File: config.mk
export PLATFORM = sky130hd
export DESIGN_NAME = pkt_framer
export DESIGN_NICKNAME = d
export VERILOG_FILES = /design/src/rtl/pkt_framer.sv
export SDC_FILE = /design/constraint.sdc
export NUM_CORES = 1
export LEC_CHECK = 0
export CORE_MARGIN = 2
export CORE_UTILIZATION = 30
export DETAILED_ROUTE_END_ITERATION = 12
export GPL_TIMING_DRIVEN = 0
export PLACE_DENSITY = 0.59
export SLEW_MARGIN = 10
export SYNTH_ARGS = -nofsm -noshare
export SYNTH_HDL_FRONTEND = slang
export SYNTH_SLANG_ARGS = --single-unit
File: constraint.sdc
create_clock -name clock -period 2.7 [get_ports clock]
set_input_delay 0.27 -clock clock [delete_from_list [all_inputs] [get_ports clock]]
set_output_delay 0.27 -clock clock [all_outputs]
set_load 0.1 [all_outputs]
File: src/rtl/pkt_framer.sv
// Packet framing source: emits a length header, a pass-through payload and an
// XOR-checksum tail under a valid/ready handshake, with head/tail frame markers.
module pkt_framer #(
  parameter int unsigned DATA_W = 8,
  parameter int unsigned LEN_W  = 4,
  parameter int unsigned CNT_W  = 8
) (
  input  logic              clock,
  input  logic              reset,
  input  logic              start,
  input  logic [LEN_W-1:0]  len,
  input  logic              in_valid,
  input  logic [DATA_W-1:0] in_data,
  output logic              in_ready,
  input  logic              out_ready,
  output logic              valid,
  output logic              head,
  output logic              tail,
  output logic [DATA_W-1:0] data,
  output logic              busy,
  output logic [CNT_W-1:0]  frame_cnt
);

  typedef enum logic [1:0] {
    IDLE = 2'b00,
    HEAD = 2'b01,
    DATA = 2'b10,
    TAIL = 2'b11
  } state_t;

  state_t            state;
  logic [LEN_W-1:0]  remaining;
  logic [LEN_W-1:0]  len_q;
  logic [DATA_W-1:0] csum;

  logic xfer;
  assign xfer = in_valid && out_ready;

  always_ff @(posedge clock or posedge reset) begin
    if (reset) begin
      state     <= IDLE;
      remaining <= '0;
      len_q     <= '0;
      csum      <= '0;
      frame_cnt <= '0;
    end else begin
      case (state)
        IDLE: begin
          if (start) begin
            len_q     <= len;
            remaining <= len;
            csum      <= '0;
            state     <= HEAD;
          end
        end
        HEAD: begin
          if (out_ready) state <= (len_q == '0) ? TAIL : DATA;
        end
        DATA: begin
          if (xfer) begin
            csum      <= csum ^ in_data;
            remaining <= remaining - LEN_W'(1);
            if (remaining == LEN_W'(1)) state <= TAIL;
          end
        end
        TAIL: begin
          if (out_ready) begin
            state     <= IDLE;
            frame_cnt <= frame_cnt + CNT_W'(1);
          end
        end
        default: state <= IDLE;
      endcase
    end
  end

  // Outputs are decoded from state so HEAD/TAIL words stay stable under stall.
  always_comb begin
    valid    = 1'b0;
    head     = 1'b0;
    tail     = 1'b0;
    in_ready = 1'b0;
    data     = '0;
    busy     = (state != IDLE);
    case (state)
      HEAD: begin
        valid = 1'b1;
        head  = 1'b1;
        data  = DATA_W'(len_q);
      end
      DATA: begin
        valid    = in_valid;
        data     = in_data;
        in_ready = out_ready;
      end
      TAIL: begin
        valid = 1'b1;
        tail  = 1'b1;
        data  = csum;
      end
      default: ;
    endcase
  end

endmodule

==> results.json <==
{
  "rsz0062_at_grt": "false",
  "whs_ps": 471,
  "hp-class": "reg2reg",
  "io_buffers": 37,
  "rows": 26,
  "setup_viol": 0,
  "relSlewSlack": 0.301,
  "post-route-min-period_ps": 2500,
  "yosys-top-cells-count": "26 x dfrtp_1, 20 x nor2_1, 12 x xnor2_1, 9 x ha_1, 8 x inv_1",
  "postSynthAreaPerCell_um2": 10.7,
  "netlist_top_cells_area": "dfrtp_1 41%, ha_1 7.1%, nor4b_2 6.6%",
  "path_clk_slew_ps": 100,
  "arrival_ps": 2230,
  "fin_crit_sh": 0.927,
  "dpl_cell_area_um2": 2090,
  "post-route-util": 0.419,
  "cts_setup_buffers": 0,
  "yosys.area.top_type": "dfrtp_1",
  "cp-start-kind": "flip-flop",
  "globalplace.congestion": 0.735,
  "clockBufferDepth": 2,
  "dp_hpwl_um": 2670,
  "drive_above_1_share": 0.253,
  "worstSetupEndpointType": "primary output",
  "outcome": "finished clean",
  "clock_sinks": 26,
  "drcViolationCount": 0,
  "netlist.area_leader.share": 0.408,
  "synth_cell_type_count": 40,
  "finClkSkew_ps": 8.43,
  "nNetsFinal": 217,
  "clockRootBuffer": "clkbuf_8",
  "core_um2": 5110,
  "grt_pass1_wl_um": 6380,
  "dr.first_iter.drc_count": 61,
  "syn2layout_area_growth_pct": 34.1,
  "die_w_um": 76.9,
  "antenna_left": 0,
  "synth_edf_count": 0,
  "ys_async_sr_fraction": 1.00,
  "cts_made_buffers": 3,
  "netlist_area_um2": 1600,
  "maxCapViolCount": 0,
  "grt_max_degree": 27,
  "grt_usage": 0.135,
  "yosysWarnings": 0,
  "syn_nets": 175,
  "firstDrtPassIters": 4,
  "wl_um": 3710,
  "n_antenna_cell": 0,
  "synth.most_common_cell": "dfrtp_1",
  "fmax_ghz": 0.400,
  "htree_num_levels": 1,
  "die_h_um": 76.9,
  "cts_tree": "built",
  "clock_latency_ps": 270,
  "cts_hold_buf": 0,
  "ys_seq_elements": 26,
  "fillers": 521,
  "ys_seq_area_frac": 0.408,
  "grt.overflow.total": 0,
  "ys.flop_type": "dfrtp_1",
  "worst_pin_slew_ps": 1050,
  "antenna_found_initial": 0,
  "cp_data_required_time_ps": 2430,
  "finalMaxSlewViolations": 0,
  "design_area_um2": 2140,
  "dieArea_um2": 5920,
  "vias": 1267,
  "wl_per_cell_um": 14.3,
  "cp_max_fo": 8,
  "worstSetupPathType": "reg2out",
  "start_util": 0.312,
  "finalHoldViolCount": 0,
  "synthCells": 149,
  "viasPerCell": 4.87,
  "grt_pass1_vias": 1216,
  "ios": 38
}
final cells by class:
class                   instances  area (um2)  area share
well taps                      70        87.6      0.0409
plain buffers                   6        43.8      0.0205
inverters                       8        30.0      0.0140
clock inverters                 1        30.0      0.0140
clock buffers                   3        41.3      0.0193
repair buffers                 37         347       0.162
flip-flops and latches         26         651       0.304
multi-input cells             109         910       0.425
worst max-delay path, cell delays in order (launching register included):
cell and delay (ps):
dfrtp_1 450, ha_2 330, clkdlybuf4s50_1 1180
repair_timing:
action	4_1_cts	5_1_grt
gates resized for setup	42	19
endpoints found under the setup margin	10	11
gates cloned	0	0
cell usage in the layout, fill, tap and decap left out, types with 2 or more instances in the layout:
master / count
o21ai_0: 2
clkbuf_8: 3
buf_2: 5
nor2_1: 12
a222oi_1: 4
nand3_1: 2
and2_1: 2
a21oi_1: 3
inv_1: 8
nor4b_2: 7
buf_4: 4
nand4_1: 4
mux2_2: 5
nor2_4: 4
dfrtp_1: 26
xor2_1: 3
nand2_1: 6
ha_1: 8
o21ai_1: 4
nor2_2: 6
clkdlybuf4s50_1: 25
buf_6: 2
a22oi_1: 4
xnor2_1: 12
clkbuf_4: 3
dlymetal6s2s_1: 2
stage by stage:
stage | instances | worst slack, ps | TNS (ps)
2_1_floorplan | 149 | -52.2 | -52.2
5_1_grt | 260 | 38.9 | 0
4_1_cts | 260 | 20.6 | 0
3_5_place_dp | 256 | -374 | -2290
6_report | 260 | 197 | 0
3_3_place_gp | 256 | -356 | -2120
final timing paths:
path / from / end / slack [ps] / cells past startpoint
hold / removal: frame_cnt[7]$_DFFE_PP0P_ / frame_cnt[7]$_DFFE_PP0P_ / 470 / 1
setup / recovery: state[1]$_DFFE_PP0P_ / tail / 200 / 2
hold reg to reg: frame_cnt[7]$_DFFE_PP0P_ / frame_cnt[7]$_DFFE_PP0P_ / 470 / 1
max in group asynchronous: reset / csum[0]$_DFFE_PP0P_ / 1510 / 2
setup reg to reg: state[0]$_DFFE_PP0P_ / state[1]$_DFFE_PP0P_ / 730 / 7
min in group asynchronous: reset / csum[5]$_DFFE_PP0P_ / 540 / 2
sequential cells by signal, summed over array words and instances (netlist names):
| signal | cells |
|---|---|
| remaining | 4 |
| csum | 8 |
| len_q | 4 |
| state | 2 |
| frame_cnt | 8 |
cell families after synthesis:
kind of cell,Yosys count,share of synthesized area
and+or+nand+nor,54,0.235
AOI/OAI and AO/OA,25,0.117
adders and majority gates,9,0.0706
xor gates and xnor gates,15,0.0824
buffers and inverters,14,0.0447
muxes,6,0.0423
DFF,26,0.408
layer usage:
| layer | GRT usage | vias to the layer above | routed length (um) |
|---|---|---|---|
| met5 | 0 | - | 0 |
| met4 | 0.0273 | 0 | 27 |
| met3 | 0.0306 | 2 | 145 |
| met2 | 0.201 | 36 | 1690 |
| met1 | 0.200 | 617 | 1850 |
| li1 | - | 612 | - |
Power is not shown: default switching activity piles up to over one toggle a cycle in this logic, so the estimate is an artifact.
